$ cat config.mk
export PLATFORM = sky130hd
export DESIGN_NAME = pipeline_hazard_controller
export DESIGN_NICKNAME = d
export VERILOG_FILES = /design/src/rtl/pipeline_hazard_controller.sv
export SDC_FILE = /design/constraint.sdc
export NUM_CORES = 1
export LEC_CHECK = 0
export CORE_UTILIZATION = 48
export CTS_CLUSTER_SIZE = 12
export DETAILED_ROUTE_END_ITERATION = 12
export PLACE_DENSITY = 0.84
export RECOVER_POWER = 25
export SETUP_SLACK_MARGIN = 0.02
export SYNTH_ARGS = -nofsm -noshare
export SYNTH_HDL_FRONTEND = slang
export SYNTH_SLANG_ARGS = --single-unit
$ cat constraint.sdc
create_clock -name Clk -period 3.63 [get_ports Clk]
set_input_delay 0.726 -clock Clk [delete_from_list [all_inputs] [get_ports Clk]]
set_output_delay 0.726 -clock Clk [all_outputs]
set_load 0.02 [all_outputs]
$ cat src/rtl/pipeline_hazard_controller.sv
// Stall/flush sequencer for the 5-stage pipeline.
// There is no forwarding, so a decode instruction that reads a register still
// being produced in EX or MEM is held in decode until the writer reaches WB.
// An EX dependency costs two stall cycles and a MEM dependency costs one.
// A taken branch, j, jal or jr resolved in decode squashes the fall-through
// fetch that is already sitting in IF/ID.
// Stall and flush counts are kept in saturating statistics counters.
module pipeline_hazard_controller #(
  parameter int STAT_W = 16
) (
  input  logic              Clk,
  input  logic              Reset,
  input  logic [4:0]        RsDecode,
  input  logic [4:0]        RtDecode,
  input  logic              UseRs,
  input  logic              UseRt,
  input  logic              Redirect,
  input  logic [4:0]        RdExecute,
  input  logic              RegWriteExecute,
  input  logic [4:0]        RdMemory,
  input  logic              RegWriteMemory,
  input  logic              ClearStats,
  output logic              PCWrite,
  output logic              DecodeWrite,
  output logic              ControlMuxSignal,
  output logic              FlushDecode,
  output logic              State,
  output logic [STAT_W-1:0] StallCycles,
  output logic [STAT_W-1:0] FlushCount
);

  // RUN: normal issue, or a re-evaluated MEM-stage stall.
  // STALL: second cycle of an EX-stage stall; inputs are ignored here.
  typedef enum logic {
    RUN   = 1'b0,
    STALL = 1'b1
  } stateT;

  stateT stateQ, stateNext;
  logic  stallCnt, stallCntNext;
  logic  hazEx, hazMem;
  logic  stallActive, flushActive;

  // Register 0 never carries a dependency. A WB-stage writer is not checked
  // because the register file writes before decode reads in the same cycle.
  always_comb begin
    hazEx  = RegWriteExecute && (RdExecute != 5'd0) &&
             ((UseRs && (RsDecode == RdExecute)) ||
              (UseRt && (RtDecode == RdExecute)));
    hazMem = RegWriteMemory && (RdMemory != 5'd0) &&
             ((UseRs && (RsDecode == RdMemory)) ||
              (UseRt && (RtDecode == RdMemory)));
  end

  // State and stall countdown register; reset aborts any stall in progress.
  always_ff @(posedge Clk or posedge Reset) begin
    if (Reset) begin
      stateQ   <= RUN;
      stallCnt <= 1'b0;
    end else begin
      stateQ   <= stateNext;
      stallCnt <= stallCntNext;
    end
  end

  // Next-state and stall/flush decision. A redirect is only honoured with no
  // hazard pending: branch operands are stale while stalled, and the frozen
  // decode instruction re-presents the redirect once the stall clears.
  always_comb begin
    stateNext    = stateQ;
    stallCntNext = stallCnt;
    stallActive  = 1'b0;
    flushActive  = 1'b0;
    case (stateQ)
      RUN: begin
        if (hazEx) begin
          stallActive  = 1'b1;
          stallCntNext = 1'b1;
          stateNext    = STALL;
        end else if (hazMem) begin
          stallActive = 1'b1;
        end else begin
          flushActive = Redirect;
        end
      end
      STALL: begin
        stallActive  = 1'b1;
        stallCntNext = stallCnt - 1'b1;
        if (stallCnt) begin
          stateNext = RUN;
        end
      end
      default: begin
        stateNext    = RUN;
        stallCntNext = 1'b0;
      end
    endcase
  end

  // Pipeline control outputs; while Reset is high the pipeline free-runs.
  // PC keeps loading during a flush so it picks up the redirect target.
  always_comb begin
    PCWrite          = Reset || !stallActive;
    DecodeWrite      = Reset || !stallActive;
    ControlMuxSignal = Reset || !stallActive;
    FlushDecode      = !Reset && flushActive;
    State            = stateQ;
  end

  // Saturating count of cycles with stall outputs active; clear wins.
  always_ff @(posedge Clk or posedge Reset) begin
    if (Reset) begin
      StallCycles <= '0;
    end else if (ClearStats) begin
      StallCycles <= '0;
    end else if (stallActive && (StallCycles != '1)) begin
      StallCycles <= StallCycles + 1'b1;
    end
  end

  // Saturating count of issued flushes; clear wins.
  always_ff @(posedge Clk or posedge Reset) begin
    if (Reset) begin
      FlushCount <= '0;
    end else if (ClearStats) begin
      FlushCount <= '0;
    end else if (flushActive && (FlushCount != '1)) begin
      FlushCount <= FlushCount + 1'b1;
    end
  end

endmodule

==> key figures <==
STA
  • Slew @ Worst Pin: 0.884 ns
  • RSZ-0062 raised after global routing: no
  • Setup violators final: 0
  • Post-route setup slack: 0.126 ns
  • Max frequency: 285 MHz
  • Setup total negative slack: 0 ns
  • Relative slew slack: 41.1%
  • Final Hold Vio Count: 0
  • Layout Skew: 0.00695 ns
  • Final min period: 3.50 ns
  • Final cycle utilization of the critical path: 96.5%
  • Fin Hold WS: 0.476 ns
  • Pins Over Slew Limit: 0

Logic synthesis
  • Post-synth design cell area: 0.00221 mm2
  • Synth Net Count: 284
  • Yosys synthesis warning count: 0
  • Top-count cell post-synth: dfrtp_1
  • FFs w/ async S/R, synth: 100%
  • Register area share after synthesis: 38.5%
  • Post-synthesis area per instance: 8.70 um2
  • Top_reg_cell synth: dfrtp_1
  • Leading area contributor after synthesis: dfrtp_1
  • Post-synthesis instance total: 254
  • Flops & latches, synth: 34
  • EDFF count, synth: 0
  • Unique masters post-synth: 34
  • Synth area leaders: dfrtp_1 (38%), xnor2_1 (7.9%), or4_1 (7.1%)
  • Share of the synthesized area in the top cell type: 38.5%
  • Commonest cells post-synth: dfrtp_1 (34), a21oi_1 (26), or4_1 (21), xnor2_1 (20)

Critical path
  • Critical-path top delay cell: or4_1
  • R2r setup slk: 1.26 ns
  • Crit-path max cell delay: 0.54 ns
  • CP endpoint kind: output port
  • CP required: 2.90 ns
  • Crit path max fanout: 3
  • Worst r2r src: FlushCount[0]
  • CP Cell Sequence: clkdlybuf4s50_1 > or4_1 > o21ai_1 > inv_1 > a221o_1 > nand2_1 > dlygate4sd2_1
  • Buf/Inv on CP: 3
  • Arr. time, crit path: 2.78 ns
  • Startpoint types: input port
  • Worst reg2reg path depth: 7
  • Family with the most delay on the worst path: buffers and inverters
  • Setup Crit Path Kind: input port to output port
  • CP Launch Point: RdMemory[1]
  • RR Endpoint: FlushCount[8]

Power
  • Power Total: 0.845 mW
  • Worst vdd ir: 0.199 mV
  • Pleak: 1.13 nW
  • Cell Pwr Density: 279 mW/mm2

Finish
  • Design area: 0.00303 mm2
  • Synthesis-to-layout area growth: 37.0%
  • N_diodes: 0
  • Layout cells sized above 1: 7.76%
  • Fill cell total of the finished layout: 359
  • Post-layout nets: 351

CTS
  • Clk sinks: 34
  • Post-CTS Setup Bufs: 0
  • Root Buffer: clkbuf_8
  • Clock latency on the worst-skew pair: 0.29 ns
  • Reg clk slew, reported paths: 0.06 ns
  • CTS buffer count: 5
  • H-tree levels: 2
  • Maximum clock insertion buffer count: 2
  • TritonCTS clock tree: built
  • Hold_buf cts: 0

Global route
  • M1 GR Usage: 31.6%
  • GRT Total Usage: 23.2%
  • GR Layer Usage met2: 37.8%
  • Largest net degree at the start of global routing: 39
  • Initial antenna violation count: 0
  • Grt total ovfl: 0
  • Vias in the first global route: 2060
  • Most Used Layer, Global Route: met2
  • Global-route wire length before repair: 9200 um
  • GR Util met3: 4.33%

Hold path
  • Worst min path class: flop to flop
  • Hold path depth: 1
  • Hold Path Origin: stallCnt
  • Hold EP: stallCnt

Floorplanning
  • Io pins: 65
  • DIE WIDTH: 69.9 um
  • Core ar.: 0.00438 mm2
  • Die area: 0.00488 mm2
  • Die Y: 69.9 um
  • Rows: 24
  • Starting Density: 50.4%

Routing
  • Avg Vias per Cell: 5.95
  • Post-DR wirelength/cell: 14.5 um
  • DRT iter0 DRCs: 281
  • Drt pass-1 iters: 4
  • Final wirelength: 5420 um
  • Via count: 2224
  • Post-DRT Antenna Nets: 0
  • Residual DRC: 0

Run status
  • Status: finished, final reports clean

Placed design
  • GP Congestion: 0.868
  • I/O Buffers: 64
  • Place WS: -0.175 ns
  • Placed wire-length estimate: 4010 um
  • Placed Area: 0.00295 mm2

Flow run
  • Max cap viols: 0
layout by cell type, fill, tap and decap left out, types with 11 or more instances in the layout:
cell type / count
o31ai_1: 19
nand4_1: 13
or4_1: 21
buf_4: 11
nor2_1: 12
xnor2_1: 20
a21oi_1: 26
nand2_1: 19
dfrtp_1: 34
clkdlybuf4s50_1: 59
repair_timing:
item,4_1_cts,5_1_grt
hold endpoints to repair,0,0
gates resized for setup,4,0
endpoints found under the setup margin,4,0
where the power goes:
part / internal, mW / switching [mW] / leakage (nW)
sequential: 0.389 / 0.0105 / 0.471
combinational: 0.0753 / 0.0771 / 0.607
clock: 0.153 / 0.140 / 0.0482
total: 0.617 / 0.227 / 1.13
cell type report:
cell class / instances / area (um2) / area share [%]
clock buffers: 7 / 86.3 / 2.85
clock inverters: 1 / 5.00 / 0.165
inverters: 8 / 30.0 / 0.992
multi-input cells: 195 / 1260 / 41.8
flip-flops and latches: 34 / 851 / 28.1
well taps: 52 / 65.1 / 2.15
repair buffers: 77 / 726 / 24.0
layer usage:
| metal | share of wire [%] | up-vias |
|---|---|---|
| li1 | - | 1082 |
| met1 | 46 | 1070 |
| met2 | 49 | 66 |
| met3 | 3.9 | 6 |
| met4 | 1.2 | 0 |
| met5 | 0 | - |
worst max path at each step:
stage,to,slack [ns],cells past startpoint
after floorplan,FlushDecode,0.48,7
after global placement,PCWrite,-0.16,7
after detailed placement,ControlMuxSignal,-0.17,7
after CTS,ControlMuxSignal,0.11,7
after global routing,ControlMuxSignal,0.03,7
final,ControlMuxSignal,0.13,7
logic make-up after synthesis:
group	synth area share [%]
AND/OR/NAND/NOR	28.0
buffers and inverters	5.09
multiplexers	3.00
AO/OA/AOI/OAI	16.4
XOR/XNOR	7.92
flip-flops	38.5
adder cells (fa/ha/maj)	1.13
sequential cells by signal, summed over array words and instances (netlist names):
register	flops
FlushCount	16
State	1
StallCycles	16
stallCnt	1
per-stage QoR:
stage                     cells  util, %
after floorplan             254        -
after global placement      366     67.3
after detailed placement    366     67.3
after CTS                   374     69.2
after global routing        374     69.1
final                       374     69.1
(Power assumes the default switching activity.)
